<file path="src/rtl/seg_bcd_frame.sv">
// seg_bcd_frame: frame feeder for an 8-digit 74HC595 seven-segment scanner.
//   Takes a binary value and a decimal-point mask over valid/ready. It converts
//   the value to BCD with an iterative double-dabble, then maps each digit to an
//   active-low common-anode segment byte. The new frame is committed only on the
//   scanner's frame_tick, so a scan never shows a half-updated display.
// Ports:
//   clk, rst_n            clock, async active-low reset
//   in_valid/in_ready     value handshake
//   in_value[W-1:0]       unsigned binary value
//   in_dp[NDIG-1:0]       decimal-point enables (1 = lit), bit i -> digit i
//   frame_tick            scanner wrap pulse; commits a pending frame
//   dig_sel[2:0]          digit requested by scanner (0 = rightmost)
//   seg_byte[7:0]         combinational segment byte for dig_sel
//   busy                  conversion running or frame pending
//   ovf                   committed frame is an overflow (all dashes) frame
// Build option: define SEG_BCD_LZB_EN for leading-zero blanking.
module seg_bcd_frame #(
  parameter int unsigned NDIG = 8,
  parameter int unsigned W    = 27
) (
  input  logic            clk,
  input  logic            rst_n,
  input  logic            in_valid,
  output logic            in_ready,
  input  logic [W-1:0]    in_value,
  input  logic [NDIG-1:0] in_dp,
  input  logic            frame_tick,
  input  logic [2:0]      dig_sel,
  output logic [7:0]      seg_byte,
  output logic            busy,
  output logic            ovf
);

  localparam int unsigned BW = 4 * (NDIG + 1);
  localparam int unsigned CW = $clog2(W + 1);

  typedef enum logic [1:0] {
    IDLE = 2'd0,
    CONV = 2'd1,
    PEND = 2'd2
  } state_e;

  state_e              state_q, state_d;
  logic [W-1:0]        bin_q, bin_d;
  logic [BW-1:0]       bcd_q, bcd_d;
  logic [NDIG-1:0]     dp_q, dp_d;
  logic [CW-1:0]       cnt_q, cnt_d;
  logic [8*NDIG-1:0]   disp_q, disp_d;
  logic                ovf_q, ovf_d;
  logic                in_ready_q, in_ready_d;
  logic                busy_q, busy_d;

  logic [BW-2:0]       adj_c;
  logic [8*NDIG-1:0]   frame_c;
  logic                ovf_c;

  // Hex digit to active-low common-anode segment byte (bit7 = DP, off).
  function automatic logic [7:0] seg_lut(input logic [3:0] d);
    case (d)
      4'h0: seg_lut = 8'hC0;  4'h1: seg_lut = 8'hF9;
      4'h2: seg_lut = 8'hA4;  4'h3: seg_lut = 8'hB0;
      4'h4: seg_lut = 8'h99;  4'h5: seg_lut = 8'h92;
      4'h6: seg_lut = 8'h82;  4'h7: seg_lut = 8'hF8;
      4'h8: seg_lut = 8'h80;  4'h9: seg_lut = 8'h90;
      4'hA: seg_lut = 8'h88;  4'hB: seg_lut = 8'h83;
      4'hC: seg_lut = 8'hC6;  4'hD: seg_lut = 8'hA1;
      4'hE: seg_lut = 8'h86;  default: seg_lut = 8'h8E;
    endcase
  endfunction

  // Double-dabble add-3 step. The top nibble's MSB is shifted out, so only
  // its low three bits are kept.
  always_comb begin : dabble_adjust
    logic [3:0] top;
    adj_c = '0;
    for (int unsigned k = 0; k < NDIG; k++) begin
      adj_c[4*k +: 4] = (bcd_q[4*k +: 4] >= 4'd5) ? bcd_q[4*k +: 4] + 4'd3
                                                  : bcd_q[4*k +: 4];
    end
    top = bcd_q[BW-1 -: 4];
    adj_c[BW-2 -: 3] = (top >= 4'd5) ? 3'(top + 4'd3) : top[2:0];
  end

  // Segment image of the converted shadow frame, ready for commit.
  always_comb begin : frame_build
    logic [7:0] b;
`ifdef SEG_BCD_LZB_EN
    int unsigned msd;
`endif
    ovf_c   = (bcd_q[4*NDIG +: 4] != 4'd0);
    frame_c = '0;
    b       = 8'hFF;
`ifdef SEG_BCD_LZB_EN
    msd = 0;
    for (int unsigned i = 0; i < NDIG; i++) begin
      if (bcd_q[4*i +: 4] != 4'd0) msd = i;
    end
`endif
    for (int unsigned i = 0; i < NDIG; i++) begin
      b = ovf_c ? 8'hBF : seg_lut(bcd_q[4*i +: 4]);
`ifdef SEG_BCD_LZB_EN
      // Digit 0 is never above msd, so it is always shown.
      if (!ovf_c && (i > msd)) b = 8'hFF;
`endif
      if (dp_q[i]) b[7] = 1'b0;
      frame_c[8*i +: 8] = b;
    end
  end

  // Next-state and datapath.
  always_comb begin : next_state
    state_d = state_q;
    bin_d   = bin_q;
    bcd_d   = bcd_q;
    dp_d    = dp_q;
    cnt_d   = cnt_q;
    disp_d  = disp_q;
    ovf_d   = ovf_q;
    case (state_q)
      IDLE: begin
        if (in_valid && in_ready_q) begin
          bin_d   = in_value;
          dp_d    = in_dp;
          bcd_d   = '0;
          cnt_d   = '0;
          state_d = CONV;
        end
      end
      CONV: begin
        bcd_d = {adj_c, bin_q[W-1]};
        bin_d = {bin_q[W-2:0], 1'b0};
        cnt_d = cnt_q + CW'(1);
        if (cnt_q == CW'(W - 1)) state_d = PEND;
      end
      PEND: begin
        if (frame_tick) begin
          disp_d  = frame_c;
          ovf_d   = ovf_c;
          state_d = IDLE;
        end
      end
      default: state_d = IDLE;
    endcase
    in_ready_d = (state_d == IDLE);
    busy_d     = (state_d != IDLE);
  end

  // State and datapath registers.
  always_ff @(posedge clk or negedge rst_n) begin
    if (!rst_n) begin
      state_q    <= IDLE;
      bin_q      <= '0;
      bcd_q      <= '0;
      dp_q       <= '0;
      cnt_q      <= '0;
      disp_q     <= '1;
      ovf_q      <= 1'b0;
      in_ready_q <= 1'b1;
      busy_q     <= 1'b0;
    end else begin
      state_q    <= state_d;
      bin_q      <= bin_d;
      bcd_q      <= bcd_d;
      dp_q       <= dp_d;
      cnt_q      <= cnt_d;
      disp_q     <= disp_d;
      ovf_q      <= ovf_d;
      in_ready_q <= in_ready_d;
      busy_q     <= busy_d;
    end
  end

  // Zero-latency digit read for the scanner; unused indices read blank.
  always_comb begin : seg_mux
    seg_byte = 8'hFF;
    for (int unsigned i = 0; i < NDIG; i++) begin
      if (dig_sel == 3'(i)) seg_byte = disp_q[8*i +: 8];
    end
  end

  assign in_ready = in_ready_q;
  assign busy     = busy_q;
  assign ovf      = ovf_q;

endmodule

</file>
<file path="config.mk">
export PLATFORM = sky130hd
export DESIGN_NAME = seg_bcd_frame
export DESIGN_NICKNAME = d
export VERILOG_FILES = /design/src/rtl/seg_bcd_frame.sv
export SDC_FILE = /design/constraint.sdc
export NUM_CORES = 1
export LEC_CHECK = 0
export BUFFER_PORTS_ARGS = -buffer_cell sky130_fd_sc_hd__buf_2
export CORE_ASPECT_RATIO = 1.75
export CORE_MARGIN = 10
export CORE_UTILIZATION = 35
export DETAILED_ROUTE_END_ITERATION = 12
export PLACE_DENSITY = 0.58
export SYNTH_ARGS = -nofsm -noshare
export SYNTH_HDL_FRONTEND = slang
export SYNTH_SLANG_ARGS = --single-unit
</file>
<file path="constraint.sdc">
create_clock -name clk -period 3.2 [get_ports clk]
set_input_delay 0.32 -clock clk [delete_from_list [all_inputs] [get_ports clk]]
set_output_delay 0.32 -clock clk [all_outputs]
set_load 0.02 [all_outputs]
</file>
# After elaboration in Yosys (flattened, before gate mapping)
# Memories as Yosys holds them, arrays and structs flattened.
# Index checks and enable logic that the tools add are counted.
word_totals:
  n_memories: 8
  word_cells: 100
  regBits: 145
  output_inout_bits: 11
  mem_bits_ro: 896
  inputBits: 42
memory_table:
  columns: ["memory", "words", "word_bits", "read_ports", "rd_clocked_by_memory_dff", "wr", "line_no", "rtl"]
  rows:
  - ["(no name shown)", 16, 7, 1, 0, 0, "59", "case (d)"]
  - ["(no name shown)", 16, 7, 1, 0, 0, "59", null]
  - ["(no name shown)", 16, 7, 1, 0, 0, "59", null]
  - ["(no name shown)", 16, 7, 1, 0, 0, "59", null]
  - ["(no name shown)", 16, 7, 1, 0, 0, "59", null]
  - ["(no name shown)", 16, 7, 1, 0, 0, "59", null]
  - ["+2 memories", null, null, null, null, null, null, null]
op_classes:
  addsub: 10
  magnitude_cmp: 9
  n_mux: 43
  eq_ne: 11
  n_reduce_logical: 10
ops:
  columns: ["operator", "n"]
  rows:
  - ["8-bit two-way mux", 16]
  - ["36-bit case mux with 2 select lines", 1]
  - ["27-bit case mux with 2 select lines", 1]
  - ["4-bit by 3-bit greater-or-equal comparator with 1-bit output, second input constant", 9]
  - ["36-bit two-way mux", 1]
  - ["4-bit by 2-bit adder with 4-bit output, second input constant", 8]
  - ["4-bit two-way mux", 8]
  - ["27-bit two-way mux", 1]
  - ["3-bit equality test, second input constant", 4]
  - ["5-bit case mux with 2 select lines", 1]
  - ["1-bit two-way mux", 8]
  - ["3-bit by 2-bit equality test with 1-bit output, second input constant", 2]
  - ["2-bit two-way mux", 3]
  - ["2-bit case mux with 3 select lines", 1]
  - ["2-bit AND reduction", 3]
  - ["5-bit by 1-bit adder with 5-bit output, second input constant", 1]
  - ["5-bit equality test, second input constant", 1]
  - ["5-bit two-way mux", 1]
  - ["2-bit zero test", 2]
  - ["2-bit nonzero test", 2]
  - ["4-bit nonzero test", 1]
  - ["3-bit by 2-bit adder with 3-bit output, second input constant", 1]
  - ["3-bit by 1-bit equality test with 1-bit output, second input constant", 1]
  - ["3-bit zero test", 1]
  - ["other kinds (5)", 5]

# Depth between registers and ports, before layout
depth:
  word_depth: 9
  depth_mapped: 6
  ltp_nobuf: 6

# Worst setup path before layout
# No wires, ideal clock.
synth_timing:
  path_kind: "input -> output"
  from: "in dig_sel[1]"
  to: "out seg_byte[3]"
  slack_ps: 1489
  stages: 5
  n_path_buf: 2
  t_arrival_ps: 1391
  required_time_ps: 2880
  path_cell_list: "buf_2 > buf_4 > nand2_1 > o32ai_1 > a211oi_1"
synth_via:
  elab_chain_cells: 9
  word_cells_on_any_way: 16
  classes_between: "eq/ne (7); mux (8); reduce/logical (1)"
synth_lines:
  columns: ["item", "line_no", "rtl"]
  rows:
  - ["start: declaration", "28", "input logic [2:0] dig_sel,"]
  - ["3-bit zero test", "177", "if (dig_sel == 3'(i)) seg_byte = disp_q[8*i +: 8];"]
  - ["8-bit two-way mux (7 in a row)", "177", null]
  - ["8-bit two-way mux (*)", "177", null]
  - ["end: declaration", "29", "output logic [7:0] seg_byte,"]
# Every way passes the cells marked *; elsewhere a longest branch is shown, timed or not.

# Final worst setup path
layout_timing:
  from: "reg state_q[1]"
  to: "reg bcd_q[27]"
layout_via:
  elab_chain_cells: 3
  word_cells_on_any_way: 6
  classes_between: "eq/ne (2); mux (1); reduce/logical (3)"
layout_lines:
  columns: ["item", "line_no", "rtl"]
  rows:
  - ["start: declaration", "43", "state_e state_q, state_d;"]
  - ["start signal: assignment", "161", "state_q <= state_d;"]
  - ["2-bit by 1-bit equality test with 1-bit output or 2-bit zero test (tied branches)", "119", "case (state_q)"]
  - ["2-bit nonzero test (no source line) or 2-bit != test (tied branches)", null, null]
  - ["2-bit AND reduction (no source line)", null, null]
  - ["end signal: assignment", "153", "bcd_q <= '0;"]
  - ["end signal: assignment", "163", "bcd_q <= bcd_d;"]
  - ["end: declaration", "45", "logic [BW-1:0] bcd_q, bcd_d;"]
# Several ways; a longest one is shown, not always the timed one.
# A chain may end at the register's enable or synchronous reset.

==> qor.txt <==
pwr/cell area -> 1040 mW/mm²
crit-path cells -> nand4bb_4 > nand2_2 > buf_12 > o21ai_0 > a32o_1
Peak supply drop -> 0.418 mV
worst slew pin tran -> 953 ps
Ant. Diodes -> 0
syn_nets -> 941
Die ar. -> 0.0309 mm²
commonest cells in the netlist -> 88 x o21ai_0, 82 x nand2_1, 80 x dfrtp_1, 65 x dfstp_2, 52 x ha_1
leakage power -> 0.00396 µW
Final GP Congestion -> 0.884
global-route wire length before repair -> 34,300 µm
antenna violations before repair -> 1
max-slew violation count -> 0
IO Pins -> 53
largest net degree at the start of global routing -> 76
synthesized area per cell -> 9.95 µm²
Synth cell types -> 47
Post-Syn Instances -> 847
fmax -> 474 MHz
clk root buf -> clkbuf_16
critical path class -> reg -> reg
post-synth top area share -> 0.237
Max-slew headroom -> 0.363
WP data arrival -> 2430 ps
Buf+Inv Stages, Crit Path -> 1
setup TNS -> 0 ps
fraction of registers with async set/reset -> 1.00
Starting Density -> 0.354
detailed-route via count -> 6,416
RSZ-0062 raised after global routing -> false
routed wire length -> 21,000 µm
CP Launch Type -> register
post-layout net count -> 951
DRT Pass-1 Iters -> 5
Clock Sinks -> 145
worst-path maximum fanout -> 32
hpwl dp -> 15,000 µm
Worst-path clk slew -> 70 ps
Synth Cell Area -> 0.00843 mm²
Worst path top cell family by delay -> simple AND/OR/NAND/NOR gates
post-cts resize count -> 0
Tightest Hold Check Type -> in -> reg
TritonCTS buffer count -> 17
via/cell ratio -> 5.45
DP Worst Slack -> 1090 ps
Core Region -> 0.0238 mm²
sequential-to-total area share from yosys stat -> 0.440
IO buf count -> 52
H-tree depth -> 4
total global-route track usage -> 0.139
average wire per standard cell -> 17.9 µm
Synth Warn # -> 0
CP required -> 3520 ps
#FFs+latches synth -> 145
FP Rows -> 75
worst-skew pair later-pin latency -> 430 ps
clk buf depth -> 2
setup ws final -> 1090 ps
DRT antenna net count -> 0
Die Y -> 225 µm
die width -> 137 µm
final setup violation count -> 0
Setup Skew -> 9.56 ps
Tmin final -> 2110 ps
status -> finished, final reports clean
Final Hold Fails -> 0
Syn-to-layout area delta -> 12.1%
CTS tree -> built
area leader, netlist -> dfrtp_1
Synth Flop Type -> dfrtp_1
Slowest-stage cell, CP -> nand4bb_4
total grt overflow -> 0
ranking of synthesized cells by area -> dfrtp_1 24%, dfstp_2 20%, ha_1 7.7%, o21ai_0 5.2%, o22a_1 5.0%
layout cells sized above 1 -> 0.213
top-count cell post-synth -> o21ai_0
Max-cap violations -> 0
crit-path max cell delay -> 580 ps
period utilization -> 0.659
number of synthesized flops with an enable pin -> 0
Worst setup EP type -> register
residual DRC count -> 0
Initial DRC Count -> 454
vias in the first global route -> 6,514
## tightest hold or removal path, stage by stage
cell     delay [ps]
buf_2            80
nand2_1          40
nand2_1          40
## timing repair
| action | CTS | global route |
|---|---|---|
| endpoints found under the setup margin | 0 | 0 |
| hold buffers | 1 | 0 |
| setup buffers | 0 | 0 |
| endpoints found under the hold margin | 54 | 0 |
## flip-flops by register name (all words and copies together), names as in the netlist
register  flops
bcd_q        36
bin_q        27
busy          1
cnt_q         5
disp_q       64
dp_q          8
in_ready      1
ovf           1
state_q       2
## power breakdown
group / total (µW) / internal, µW / leakage, µW / switching [µW]
Sequential: 3710 / 2720 / 0.00165 / 987
Combinational: 4050 / 1940 / 0.00203 / 2110
Clock: 2060 / 1240 / 0.000284 / 822
## through the flow
step | instance area [µm²] | instances | util | power [µW] | hold slack (ps)
after global routing | 9450 | 1178 | 0.396 | 10600 | 87.9
after detailed placement | 8830 | 1145 | 0.370 | 7790 | 379
after floorplan | 8430 | 847 | - | 6720 | 24.4
after global placement | 8830 | 1145 | 0.370 | 7740 | 385
after CTS | 9450 | 1178 | 0.396 | 9910 | 70.7
final | 9450 | 1178 | 0.396 | 9820 | 84.0
## logic make-up (layout without fill, tap and decap cells)
kind of cell | after synthesis | in the layout | share of synthesized area
AOI/OAI and AO/OA | 290 | 290 | 0.225
xor gates and xnor gates | 16 | 16 | 0.0166
adders and majority gates | 52 | 52 | 0.0772
buffers and inverters | 108 | 131 | 0.0577
DFF | 145 | 145 | 0.440
muxes | 59 | 59 | 0.0852
and+or+nand+nor | 177 | 177 | 0.0977
## routing by layer
layer,GRT usage,up-vias,part of all wire
li1,-,3096,-
met1,0.163,3159,0.42
met2,0.239,126,0.51
met3,0.0333,33,0.042
met4,0.0512,2,0.025
met5,0,-,0.00033
## layout by cell type (no fill, tap or decap), types with 39 or more instances in the layout
cell and instances:
dfstp_2 65, o21ai_0 88, buf_2 51, nand2_1 81
nor2_1 39, dfrtp_1 80, ha_1 52, a21oi_1 45
o22ai_1 43, o22a_1 48
## final cells by class
cell class                 count  area (µm²)
clock buffer                  19         433
clock inverter                13         175
fill                        2362       14400
inverter                      38         143
multi-input combinational    594        4240
sequential                   145        3710
tap                          308         385
timing repair buffer          61         362
## path summary, 6_finish.rpt
path                       cells after the start       start    endpoint  slack [ps]
max                                            5  state_q[1]   bcd_q[27]        1090
min                                            3    in_dp[7]     dp_q[7]          80
max reg2reg                                    5  state_q[1]   bcd_q[27]        1090
min reg2reg                                    1     dp_q[1]  disp_q[15]         430
max in group asynchronous                      3       rst_n  disp_q[17]        1870
min in group asynchronous                      2       rst_n   bcd_q[30]         470
Power figures use the tool's default switching activity.
